`src/rtl/rcu_pkg.sv`:
```
// Shared constants and tag type for the rename physical-register allocator.
// Latency: none (declarations only).
// Backpressure: none (declarations only).
package rcu_pkg;

  localparam int PREG_WIDTH        = 5;  // physical register tag width, same as free-list data
  localparam int STAGE_DEPTH       = 4;  // staging entries, power of two, >= 2
  localparam int STAGE_DEPTH_WIDTH = 2;  // log2(STAGE_DEPTH)

  typedef logic [PREG_WIDTH-1:0] preg_t;

endpackage

```
`src/rtl/rcu_preg_stage_buf.sv`:
```
// Two-write / two-read circular staging buffer for free physical register tags.
// Latency: a tag written at an edge is visible on rd_dat0/rd_dat1 right after that edge.
// Backpressure: none internally; the caller never writes past full or reads past count.
//
// Ports: clk/rst (async active-low), clr (synchronous pointer clear),
//        wr_cnt + wr_dat0/1 (0..2 tags appended at tail),
//        rd_cnt (0..2 tags retired from head), rd_dat0/1 (entries at head, head+1),
//        count (occupied entries, one bit wider than the pointers).
module rcu_preg_stage_buf
  import rcu_pkg::*;
#(
  parameter int DEPTH = STAGE_DEPTH,
  parameter int PW    = STAGE_DEPTH_WIDTH
) (
  input  logic                  clk,
  input  logic                  rst,
  input  logic                  clr,
  input  logic [1:0]            wr_cnt,
  input  logic [PREG_WIDTH-1:0] wr_dat0,
  input  logic [PREG_WIDTH-1:0] wr_dat1,
  input  logic [1:0]            rd_cnt,
  output logic [PREG_WIDTH-1:0] rd_dat0,
  output logic [PREG_WIDTH-1:0] rd_dat1,
  output logic [PW:0]           count
);

  localparam int CW = PW + 1;

  preg_t         mem [DEPTH];
  logic [PW-1:0] head;
  logic [PW-1:0] tail;

  // Pointers wrap naturally because DEPTH is a power of two.
  always_ff @(posedge clk or negedge rst) begin
    if (!rst) begin
      head  <= '0;
      tail  <= '0;
      count <= '0;
      for (int i = 0; i < DEPTH; i++) begin
        mem[i] <= '0;
      end
    end else if (clr) begin
      // Staged tags are simply abandoned; the free list rewinds on its own.
      head  <= '0;
      tail  <= '0;
      count <= '0;
    end else begin
      if (wr_cnt != 2'd0) begin
        mem[tail] <= wr_dat0;
      end
      if (wr_cnt == 2'd2) begin
        mem[tail + PW'(1)] <= wr_dat1;
      end
      tail  <= tail + PW'(wr_cnt);
      head  <= head + PW'(rd_cnt);
      count <= count - CW'(rd_cnt) + CW'(wr_cnt);
    end
  end

  assign rd_dat0 = mem[head];
  assign rd_dat1 = mem[head + PW'(1)];

endmodule

```
`src/rtl/rcu_preg_alloc.sv`:
```
// Rename-stage allocator: stages free-list tags and serves up to two rename lanes per cycle.
// Latency: a tag popped from the free list is offered to rename one cycle later.
// Backpressure: all-or-nothing; alloc_ready_o drops unless every asserted lane can be served.
//
// Ports: clk, rst (async active-low), flush_i (sync discard of staged tags),
//        req_first_i/req_second_i -> alloc_ready_o, alloc_prd_first_o/second_o,
//        fl_rd_first_en_o/fl_rd_second_en_o pop the free list, whose head data arrives on
//        fl_rdata_first_i/second_i with fl_empty_i/fl_almost_empty_i status,
//        stage_cnt_o reports occupancy.
// Optional: define PREG_ALLOC_STALL_CNT_EN to add stall_cnt_o, a 32-bit count of cycles
//        in which rename asked for tags and was refused.
module rcu_preg_alloc
  import rcu_pkg::*;
(
  input  logic                         clk,
  input  logic                         rst,
  input  logic                         flush_i,
  input  logic                         req_first_i,
  input  logic                         req_second_i,
  output logic                         alloc_ready_o,
  output logic [PREG_WIDTH-1:0]        alloc_prd_first_o,
  output logic [PREG_WIDTH-1:0]        alloc_prd_second_o,
  output logic                         fl_rd_first_en_o,
  output logic                         fl_rd_second_en_o,
  input  logic [PREG_WIDTH-1:0]        fl_rdata_first_i,
  input  logic [PREG_WIDTH-1:0]        fl_rdata_second_i,
  input  logic                         fl_empty_i,
  input  logic                         fl_almost_empty_i,
  output logic [STAGE_DEPTH_WIDTH:0]   stage_cnt_o
`ifdef PREG_ALLOC_STALL_CNT_EN
  ,
  output logic [31:0]                  stall_cnt_o
`endif
);

  localparam int             CW         = STAGE_DEPTH_WIDTH + 1;
  localparam logic [CW-1:0]  FULL_C     = CW'(STAGE_DEPTH);
  localparam logic [CW-1:0]  TWO_FREE_C = CW'(STAGE_DEPTH - 2);

  logic [CW-1:0] count;
  logic [CW-1:0] need;
  logic          grant;
  logic [1:0]    rd_cnt;
  logic [1:0]    wr_cnt;
  preg_t         head0;
  preg_t         head1;

  assign need = CW'(req_first_i) + CW'(req_second_i);

  // The handshake and pops are qualified with rst so every control output reads 0
  // the moment reset asserts, not only after the registers have cleared.
  assign alloc_ready_o = rst && !flush_i && (count >= need);
  assign grant         = alloc_ready_o && (need != '0);
  assign rd_cnt        = grant ? (2'(req_first_i) + 2'(req_second_i)) : 2'd0;

  // Refill looks only at registered occupancy so the rename request path never
  // reaches the free-list read enables.
  assign fl_rd_first_en_o  = rst && !flush_i && (count < FULL_C) && !fl_empty_i;
  assign fl_rd_second_en_o = fl_rd_first_en_o && (count <= TWO_FREE_C) && !fl_almost_empty_i;
  assign wr_cnt            = 2'(fl_rd_first_en_o) + 2'(fl_rd_second_en_o);

  rcu_preg_stage_buf #(
    .DEPTH (STAGE_DEPTH),
    .PW    (STAGE_DEPTH_WIDTH)
  ) u_stage_buf (
    .clk     (clk),
    .rst     (rst),
    .clr     (flush_i),
    .wr_cnt  (wr_cnt),
    .wr_dat0 (fl_rdata_first_i),
    .wr_dat1 (fl_rdata_second_i),
    .rd_cnt  (rd_cnt),
    .rd_dat0 (head0),
    .rd_dat1 (head1),
    .count   (count)
  );

  // A lone lane-1 request takes the head entry, not head+1.
  assign alloc_prd_first_o  = head0;
  assign alloc_prd_second_o = req_first_i ? head1 : head0;
  assign stage_cnt_o        = count;

`ifdef PREG_ALLOC_STALL_CNT_EN
  logic [31:0] stall_cnt;

  // Survives flushes on purpose: it measures starvation over the whole run.
  always_ff @(posedge clk or negedge rst) begin
    if (!rst) begin
      stall_cnt <= '0;
    end else if ((need != '0) && !alloc_ready_o && !flush_i) begin
      stall_cnt <= stall_cnt + 32'd1;
    end
  end

  assign stall_cnt_o = stall_cnt;
`endif

endmodule

```
`config.mk`:
```
export PLATFORM = sky130hd
export DESIGN_NAME = rcu_preg_alloc
export DESIGN_NICKNAME = d
export VERILOG_FILES = /design/src/rtl/rcu_pkg.sv /design/src/rtl/rcu_preg_stage_buf.sv /design/src/rtl/rcu_preg_alloc.sv
export SDC_FILE = /design/constraint.sdc
export NUM_CORES = 1
export LEC_CHECK = 0
export ABC_AREA = 1
export CAP_MARGIN = 40
export CORE_MARGIN = 2
export CORE_UTILIZATION = 50
export DETAILED_ROUTE_END_ITERATION = 10
export HOLD_SLACK_MARGIN = 0.08
export PLACE_DENSITY_LB_ADDON = 0.05
export SETUP_SLACK_MARGIN = 0.02
export SLEW_MARGIN = 5
export SYNTH_ARGS = -nofsm -noshare
export SYNTH_HDL_FRONTEND = slang
export SYNTH_SLANG_ARGS = --single-unit
```
`constraint.sdc`:
```
create_clock -name clk -period 5.4 [get_ports clk]
set_clock_uncertainty 0.1 [all_clocks]
set_input_delay 0.54 -clock clk [delete_from_list [all_inputs] [get_ports clk]]
set_output_delay 0.54 -clock clk [all_outputs]
set_load 0.01 [all_outputs]
```
## Yosys cells after proc, flatten, opt, wreduce, memory -nomap -nowiden

Cells that the tools add are included.

- Register bits: 27
- Bits of input ports: 17
- Output and inout bits: 16

- Add/subtract/negate cells: 9
- Order comparisons: 9
- Equal/unequal tests: 1
- Mux-type cells: 20
- Bitwise gates (word level): 4
- Reductions and logical operators: 14

Operators with widths:

| cell | number |
|---|---|
| $mux 20 | 3 |
| $bwmux 20 | 2 |
| $mux 5 | 7 |
| $bmux 5 s2 | 2 |
| $demux 5 s2 | 2 |
| $ge 3x3->1 const B | 4 |
| $not 2->3 | 4 |
| $logic_and 1x1->1 | 9 |
| $add 1x1->2 | 3 |
| $lt 3x1->1 const B | 2 |
| $mux 2 | 3 |
| $add 2x1->2 const B | 2 |
| $add 2x2->2 | 2 |
| $add 3x2->3 | 1 |
| $ge 3x2->1 | 1 |
| $le 3x2->1 const B | 1 |
| $logic_not 1->1 | 3 |
| $lt 3x3->1 const B | 1 |
| $mux 3 | 1 |
| $reduce_bool 3->1 | 1 |
| $sub 3x2->3 | 1 |
| $eq 2x2->1 const B | 1 |
| $reduce_bool 2->1 | 1 |

## Logic depth before layout (Yosys ltp)

Gate-level depths: netlist of the first run.

- Depth in word-level cells: 12
- Depth in mapped cells: 16
- Depth with buffers taken out: 15

## Cells and area by module

A second synthesis of the first run with hierarchy kept.

- Cells, all modules: 381
- Area total of the unflattened synthesis: 2346.0 um^2

By module, submodules not included:

| module | instances | cells each | area each (um^2) |
|---|---|---|---|
| rcu_preg_stage_buf | 1 | 338 | 2123.3 |
| rcu_preg_alloc | 1 | 43 | 222.7 |

## Worst setup path after synthesis of the first run

Ideal clock, no wire load.

- Path type: in2reg
- From: input req_first_i
- To: register u_stage_buf.count[2]
- Arrival time: 2987 ps
- Data required time: 5175 ps
- Slack: 2188 ps
- Cell stages on the path: 16
- Path buffers: 1
- Cell sequence: clkbuf_1 inv_1 ha_1 ha_1 inv_1 nand2_1 nand2_1 a21boi_1 and3_1 ha_1 inv_1 ha_1 inv_1 fa_1 o21ai_0 a21oi_1

- Longest elaborated chain between the ends: 8

RTL lines:

| what | line | RTL |
|---|---|---|
| from (decl) | rcu_preg_alloc.sv:18 | `input logic req_first_i,` |
| $add 1x1->2 | rcu_preg_alloc.sv:48 | `assign need = CW'(req_first_i) + CW'(req_second_i);` |
| $ge 3x2->1 | rcu_preg_alloc.sv:52 | `assign alloc_ready_o = rst && !flush_i && (count >= need);` |
| $logic_and 1x1->1 | rcu_preg_alloc.sv:52 |  |
| net alloc_ready_o | rcu_preg_alloc.sv:20 | `output logic alloc_ready_o,` |
| $logic_and 1x1->1 | rcu_preg_alloc.sv:53 | `assign grant = alloc_ready_o && (need != '0);` |
| $mux 2 | rcu_preg_alloc.sv:54 | `assign rd_cnt = grant ? (2'(req_first_i) + 2'(req_second_i)) : 2'd0;` |
| $sub 3x2->3 | rcu_preg_stage_buf.sv:56 | `count <= count - CW'(rd_cnt) + CW'(wr_cnt);` |
| $add 3x2->3 | rcu_preg_stage_buf.sv:56 |  |
| $mux 3 | rcu_preg_stage_buf.sv:42 | `end else if (clr) begin` |
| to (signal assigned) | rcu_preg_stage_buf.sv:56 |  |
| to (decl) | rcu_preg_stage_buf.sv:24 | `output logic [PW:0] count` |

The timed path passes the listed nets, and every way through them passes these cells.
A chain may end at the register's enable or synchronous reset.

## Worst setup path after layout of the first run

- From: input flush_i
- To: register u_stage_buf.count[2]

- Longest elaborated chain between the ends: 9

RTL lines:

| what | line | RTL |
|---|---|---|
| from (decl) | rcu_preg_alloc.sv:17 | `input logic flush_i,` |
| parallel branches: the longest is 8 deep, another holds $sub 3x2->3 | -- |  |
| $mux 3 (*) | rcu_preg_stage_buf.sv:42 |  |

Mark *: on every way between the ends.

==> results.md, run 1 <==
- The flow ran to the end, and the final reports show no timing, DRC or antenna violations.
- The die span in y is just under 70 microns.
- For this run, global-route usage on met2 was measured as 0.3910.
- The flip-flop and latch count after synthesis is 27.
- The total length of routed wires is around 5 mm.
- The startpoint type of the worst setup path is a primary input.
- Global routing finished with a remaining overflow of 0.
- Ranked by total cell area, the synthesized netlist is headed by sky130_fd_sc_hd__dfrtp_1, sky130_fd_sc_hd__nand2_1, sky130_fd_sc_hd__nand3_1.
- The met3 routing resource usage after global routing is 0.03198.
- The die covers around 4800 sq um.
- The number of remaining DRC errors is 0.
- The TritonCTS clock tree is yes.
- The detailed router finished its first iteration with 143 violations.
- The reported max-cap violation count is 0.
- The row count is 23.
- The number of antenna violations at the first check in global routing is 0.
- The floorplan step defined a core boundary enclosing between 4000 and 5000 sq um.
- The synthesized area per cell is about 7 sq um.
- Yosys printed 0 warnings.
- After global routing, the most crowded layer is met2.
- The maximum clock path buffer count is 2.
- The routed via count is 2009.
- The worst setup path is captured at a flop.
- The area growth from synthesis to layout is 17.97%.
- The wire-length estimate of the detail-placed layout is approximately 4.0 mm.
- In this design, the stage delay of the slowest critical-path cell is ~0.68 ns.
- The power per cell area is about 310 nW/um^2.
- The number of clock sinks is 27.
- The netlist uses 28 different library cells.
- The largest net degree at the start of global routing is 28.
- The root buffer cell is sky130_fd_sc_hd__clkbuf_8.
- Of all flip-flops after synthesis, the portion carrying an async set or reset was 1.000.
- For the final routed database, the setup TNS stands at 0 ns.
- Setup slack on the worst reg-to-reg path comes out at roughly 2.6 ns.
- The starting density of the core is 0.5251.
- The cell type of the slowest stage on the worst timing path is sky130_fd_sc_hd__clkdlybuf4s50_1.
- The weighted congestion reported at the end of routability-driven placement is about 0.8.
- At the pin with the least slew margin, the transition time is 0.7274 ns.
- The critical path is of the in2reg type.
- Once the clock tree was built, the setup fixing pass inserted 0 buffers.
- The final hold violation count came to 0.
- The final layout net count is 367.
- Of the post-synthesis cell area, the dominant cell type holds 0.3171.
- Setup repair after global routing left no endpoint under its margin.
- The top achievable clock speed is ~0.28 GHz.
- Counting cells, the worst reg-to-reg path comes to 13.
- The remaining antenna violation count is 0.
- The headroom to the max-slew limit is 0.5150.
- The ratio of routed vias to standard cells is about 5.2.
- The met1 track utilization from global routing is 0.3112.
- The static leakage is approximately 1.3 nW.
- Among all flip-flop cells after synthesis, the most frequent one is sky130_fd_sc_hd__dfrtp_1.
- The biggest area contributor in the post-synthesis netlist is sky130_fd_sc_hd__dfrtp_1.
- The critical path data arrival time is around 3.6 ns.
- The global-route wire length before repair is 8.921 mm.
- Across the VDD grid, the largest voltage drop is 0.0001827 V.
- Counting instances, the worst hold path has a depth of 2.
- The number of global-route vias before repair was 1852.
- Setup violations remaining at the end of the flow were counted as 0.
- The synthesized design contains 0 enable-type register cells.
- The library cells used most frequently in the layout, excluding fill and tap cells, are sky130_fd_sc_hd__nand2_1, sky130_fd_sc_hd__inv_1, sky130_fd_sc_hd__nand3_1, sky130_fd_sc_hd__o21ai_1, sky130_fd_sc_hd__clkdlybuf4s50_1.
- Of the synthesized area, sequential elements account for 0.3171.
- The worst hold path belongs to the class reg2reg.
- The max-slew violation total from the final report came to 0.
- In this run the tool buffered the top-level ports with 32 buffer cells.
- The data required time at the worst endpoint is between 5 and 6 ns.
- The count of inserted antenna diode cells is 0.
- The worst hold margin is roughly 0.42 ns.
- 33 I/O pins were placed.
- After detailed routing, the average wire length per cell comes to between 10 and 15 microns.
- The proportion of layout cells with a drive suffix above 1 is 0.07143.
- After technology mapping, the gate count stands at about 310.
- The count of hold-fix buffers inserted at cts is 0.
- TritonCTS created 3 clock buffers.
- In this run, post-CTS repair resized a total of 0 instances.
- In this run the number of H-tree levels came out at 1.
- The critical path goes through clkdlybuf4s50_1, nor2_1, nand2_1, nor3_1, inv_1, ha_1, inv_1, ha_1, inv_1, ha_1, inv_1, fa_1, o21ai_0, a21oi_1.
- Across every metal layer, demand over resource in global routing totals 0.2283.
- The largest fanout on the critical path is 10.
- The worst path in the final design needs a cycle of 3.561 ns, including I/O delays and setup.
- The layout filler cell count is approximately 410.
- The area of the mapped netlist is between 2000 and 2500 sq um.
- The floorplan step set the die width to slightly below 70 microns.
- The source-to-sink clock delay at the later pin of the worst-skew pair is between 0.2 and 0.3 ns.
- The net count of the mapped netlist is roughly 340.
- The clock edge transition at the registers on the reported setup and hold paths is roughly 0.090 ns.
- The number of detailed-routing iterations run before antenna repair is 4.
- The share of the cycle needed by the critical path after routing is 0.6595.
- The cell repeated most along the worst path is sky130_fd_sc_hd__inv_1.
- The leading cell type in the layout, fill and taps excluded is sky130_fd_sc_hd__nand2_1.
==> final timing paths <==
check	from	to
worst max-delay path	flush_i	u_stage_buf.count[2]
worst min register to register	u_stage_buf.mem[17]	u_stage_buf.mem[17]
max in group asynchronous	rst	u_stage_buf.mem[14]
worst min-delay path	u_stage_buf.mem[17]	u_stage_buf.mem[17]
worst max register to register	u_stage_buf.count[2]	u_stage_buf.count[2]
min in group asynchronous	rst	u_stage_buf.mem[1]
==> where the power goes <==
part	switching, W	internal (W)	total [W]	leakage (nW)
Clock	0.0000606	0.0000529	0.000113	0.0228
Sequential	0.0000582	0.000259	0.000317	0.350
Combinational	0.000175	0.000176	0.000351	0.889
Total	0.000294	0.000488	0.000782	1.26
==> synthesized netlist by cell type, types with 2 or more instances <==
cell type	n
sky130_fd_sc_hd__a21oi_1	9
sky130_fd_sc_hd__a21oi_4	3
sky130_fd_sc_hd__nand2_4	2
sky130_fd_sc_hd__clkbuf_1	4
sky130_fd_sc_hd__nand2_1	64
sky130_fd_sc_hd__fa_1	2
sky130_fd_sc_hd__nand3_1	42
sky130_fd_sc_hd__o21ai_1	37
sky130_fd_sc_hd__inv_1	51
sky130_fd_sc_hd__xnor2_1	2
sky130_fd_sc_hd__dfrtp_1	27
sky130_fd_sc_hd__ha_1	11
sky130_fd_sc_hd__nor2_4	3
sky130_fd_sc_hd__buf_2	3
sky130_fd_sc_hd__buf_4	2
sky130_fd_sc_hd__inv_2	7
sky130_fd_sc_hd__nand2_2	4
sky130_fd_sc_hd__nor2_1	10
sky130_fd_sc_hd__o21ai_0	17
==> state kept, by name, summed over array words and instances (netlist names) <==
signal,cells
u_stage_buf.mem,20
u_stage_buf.head,2
u_stage_buf.tail,2
u_stage_buf.count,3
==> per-layer routing <==
| metal | routed length [microns] | up-vias |
|---|---|---|
| met2 | 2543 | 47 |
| met4 | 34 | 0 |
| met3 | 215 | 4 |
| met1 | 2303 | 908 |
| met5 | 0 | - |
| li1 | - | 1050 |
==> logic make-up (layout without fill, tap and decap cells) <==
family	after synthesis	count (layout)	synth area share
fa+ha+maj	13	13	0.08338
simple gates	128	128	0.2754
xor+xnor	3	3	0.01233
flops	27	27	0.3171
compound gates	70	70	0.1850
buf+inv	68	95	0.1268
==> per-stage QoR <==
step / power (W) / instances / cell area [sq um] / util / setup WS [ns]
after CTS: 0.0007903 / 386 / 2514 / 0.6195 / 1.806
after global placement: 0.0006681 / 382 / 2469 / 0.6084 / 1.669
after floorplan: 0.0005186 / 309 / 2131 / - / 2.188
after detailed placement: 0.0006758 / 382 / 2469 / 0.6084 / 1.507
final: 0.0007815 / 386 / 2514 / 0.6195 / 1.839
after global routing: 0.0008555 / 386 / 2514 / 0.6195 / 1.592
==> cell type report <==
cell class	count	area, sq um	area share
inverters	58	217.7	0.08661
flip-flops and latches	27	675.6	0.2688
well taps	50	62.56	0.02489
multi-input cells	214	1185	0.4714
repair buffers	33	327.8	0.1304
clock buffers	4	45.04	0.01792
==> critical path: cells and delay by family <==
kind / cells / cell delay, ns
adder cells (fa/ha/maj): 4 / 1.07
buffers and inverters: 5 / 0.91
AND/OR/NAND/NOR: 3 / 0.85
AO/OA/AOI/OAI: 2 / 0.23
No activity file was read; power rests on OpenSTA's default activity.
==> run 2, diff against run 1 <==
==> constraint.sdc (replaced) <==
create_clock -name clk -period 3.61 [get_ports clk]
set_clock_uncertainty 0.1 [all_clocks]
set_input_delay 0.361 -clock clk [delete_from_list [all_inputs] [get_ports clk]]
set_output_delay 0.361 -clock clk [all_outputs]
set_load 0.01 [all_outputs]
==> run 2 against run 1 <==
Clock power is 55% higher. Worst setup slack got worse by 1.3 ns. Die area unchanged. Combinational power rose by 52%. Via count grew 1.8%. Clock-buffer cell count fell by 1. Highest routed layer unchanged.
==> results.md, run 2 (synthesized netlist as in run 1, its figures left out) <==
- The final layout net count came to 371 (+1.1%).
- The area of combinational cells with multiple inputs is 1185 sq um (unchanged).
- The top-level port count came to 33 (unchanged).
- The largest voltage drop on the vdd net came to 0.0003122 V (+71%).
- The largest net degree at the start of global routing is 28 (unchanged).
- The end-of-flow core utilization is 0.6272 (+0.007709).
- The number of port buffers was 32 (unchanged).
- The number of detailed-routing iterations run before antenna repair was 4 (unchanged).
- The proportion of layout cells with a drive suffix above 1 is 0.08529 (+0.01387).
- The largest registers in the layout are u_stage_buf.mem: 20 flops, u_stage_buf.count: 3 flops.
- The average wire length per cell after detail routing is 13.66 microns (+3.5%).
- The die width came to 69.28 microns (unchanged).
- The number of setup buffers added after CTS is 0 (unchanged).
- From synthesis to final layout, the design area changed by 19.44%.
- The sum of overflow across all layers after global routing is 0 (unchanged).
- The die span in y is 69.28 microns (unchanged).
- The count of inserted antenna diode cells came to 0 (unchanged).
- The data required time at the worst endpoint is 3.68 ns (-1.79 ns).
- The final hold violation count is 0 (unchanged).
- The number of remaining DRC errors is 0 (unchanged).
- The top cell types in the final layout, fill and taps aside, are sky130_fd_sc_hd__nand2_1, sky130_fd_sc_hd__inv_1, sky130_fd_sc_hd__nand3_1, sky130_fd_sc_hd__o21ai_1, sky130_fd_sc_hd__clkdlybuf4s50_1.
- The number of antenna violations at the first check in global routing is 0 (unchanged).
- Setup repair after global routing left no endpoint under its margin.
- The total length of routed wires is 5.328 mm (+4.5%).
- The internal power contribution came to 0.0007306 W (+50%).
- The largest fanout on the critical path came to 4 (-6).
- The total negative slack for setup checks is 0 ns (unchanged).
- The critical path data arrival time is 3.17 ns (-0.46 ns).
- The source-to-sink clock delay at the later pin of the worst-skew pair was 0.27 ns (about the same).
- Clock tree synthesis selected as its root buffer the cell sky130_fd_sc_hd__clkbuf_8.
- The placeable core area is 4058 sq um (unchanged).
- The weighted congestion reported at the end of routability-driven placement is 0.8107 (+1.7%).
- The switching power is 0.0004486 W (+53%).
- The routed design could run at a clock period as short as 3.100 ns.
- The category of the most critical setup path is in2reg.
- The worst-margin pin slew is 0.6884 ns (-0.03907 ns).
- The number of failing setup endpoints in the final timing report came to 0 (unchanged).
- The type of destination of the critical path is a flop.
- The maximum clock path buffer count is 2 (unchanged).
- The number of clock sinks is 27 (unchanged).
- The headroom to the max-slew limit came to 0.5406 (+0.02554).
- The number of instances resized during post-cts repair is 0 (unchanged).
- The number of global-route vias before repair is 1888 (+1.9%).
- The die area was 4800 sq um (unchanged).
- The total routing usage reported by global routing was 0.2328 (+0.004510).
- The reported max-cap violation count came to 0 (unchanged).
- The row count is 23 (unchanged).
- The combinational group share of total power is 0.452 (+0.003).
- The leading cell type in the layout, fill and taps excluded is sky130_fd_sc_hd__nand2_1.
- The routed via count is 2045 (+1.8%).
- The area used by sequential logic in the layout is 675.6 sq um (unchanged).
- The remaining antenna violation count was 0 (unchanged).
- The TritonCTS clock tree is yes.
- The clock edge transition at the registers on the reported setup and hold paths came to 0.10 ns (about the same).
- The sequential group share of total power is 0.400 (-0.005).
- The fraction of power spent switching nets came to 0.3804 (+0.004411).
- The TritonCTS buffer count is 3 (unchanged).
- The static leakage is 1.285 nW (+1.8%).
- The initial DRC count is 135 (-5.6%).
- The power per cell area came to 463.4 nW/um^2 (+49%).
- The class of the worst hold path is in2async.
- Static timing analysis puts the maximum clock frequency at approximately 0.32 GHz.
- The share of the cycle needed by the critical path after routing is 0.8587.
- The relative contribution of the clock network to total power is 0.148 (+0.003).
- The count of hold-fix buffers inserted at cts is 0 (unchanged).
- The number of flip-flops in the largest register is 20 (unchanged).
- The global-route wire length before repair is 9.101 mm (+2.0%).
- The starting density of the core came to 0.5251 (unchanged).
- The number of cells on the worst reg-to-reg path is 13 (unchanged).
- The register containing the most flip-flops in the final layout is u_stage_buf.mem.
- The slack of the worst reg-to-reg path is 0.86 ns (-1.74 ns).
- The worst setup path is launched from a primary input.
- The run finished with clean final reports.
- The ratio of routed vias to standard cells is 5.244 (+0.75%).
- The layout filler cell count is 406 (+0.25%).
- The max-slew violation total from the final report came to 0 (unchanged).
- The post-detailed-placement half-perimeter wirelength is 4.049 mm (+1.8%).
- The deepest level of the CTS H-tree is 1 (unchanged).
[run 2: layout make-up]
class,instances,share of cell area
Timing Repair Buffer,37,0.1406
Sequential cell,27,0.2655
Multi-Input combinational cell,214,0.4656
Inverter,58,0.08555
Clock buffer,3,0.01622
Clock inverter,1,0.001967
Tap cell,50,0.02458
[run 2: power by group through the flow]
| stage | Clock (W) | Combinational (W) | Sequential (W) |
|---|---|---|---|
| 2_1_floorplan | 0 | 0.000322 | 0.000453 |
| 3_3_place_gp | 0 | 0.000528 | 0.000475 |
| 3_5_place_dp | 0 | 0.000537 | 0.000476 |
| 4_1_cts | 0.000180 | 0.000538 | 0.000471 |
| 5_1_grt | 0.000197 | 0.000607 | 0.000482 |
| 6_report | 0.000175 | 0.000533 | 0.000472 |
[run 2: worst max-delay path: stages]
cell and delay [ns]:
sky130_fd_sc_hd__clkdlybuf4s50_1 0.48, sky130_fd_sc_hd__inv_1 0.08, sky130_fd_sc_hd__nor2_1 0.21, sky130_fd_sc_hd__nand2_1 0.13
sky130_fd_sc_hd__nor3_1 0.37, sky130_fd_sc_hd__inv_1 0.09, sky130_fd_sc_hd__ha_1 0.31, sky130_fd_sc_hd__inv_1 0.05
sky130_fd_sc_hd__ha_1 0.27, sky130_fd_sc_hd__inv_1 0.05, sky130_fd_sc_hd__ha_1 0.12, sky130_fd_sc_hd__inv_1 0.04
sky130_fd_sc_hd__fa_1 0.36, sky130_fd_sc_hd__o21ai_0 0.17, sky130_fd_sc_hd__a21oi_1 0.06
[run 2: stage by stage]
step	hold WS, ns	std cells	setup WS [ns]	total power [W]	area (sq um)
after floorplan	-0.03459	309	0.5773	0.0007758	2131
after detailed placement	0.4027	386	0.2124	0.001013	2499
after global placement	0.3984	386	0.2947	0.001003	2499
after global routing	0.4477	390	0.2108	0.001286	2545
after CTS	0.4108	390	0.4897	0.001189	2545
final	0.4077	390	0.5102	0.001179	2545
[run 2: layer usage]
layer	global-route usage	vias to the layer above	share of wire	routed length (microns)
li1	-	1052	-	-
met4	0.06100	0	0.015	79
met5	0	-	0	0
met1	0.3232	931	0.46	2433
met3	0.02907	8	0.046	245
met2	0.3846	54	0.48	2570
[run 2: final timing paths]
kind / start / endpoint
max in group asynchronous: rst / u_stage_buf.mem[14]
setup reg to reg: u_stage_buf.count[2] / u_stage_buf.count[2]
setup / recovery: rst / u_stage_buf.count[2]
min in group clk: u_stage_buf.mem[19] / u_stage_buf.mem[19]
hold reg to reg: u_stage_buf.mem[19] / u_stage_buf.mem[19]
hold / removal: rst / u_stage_buf.mem[2]
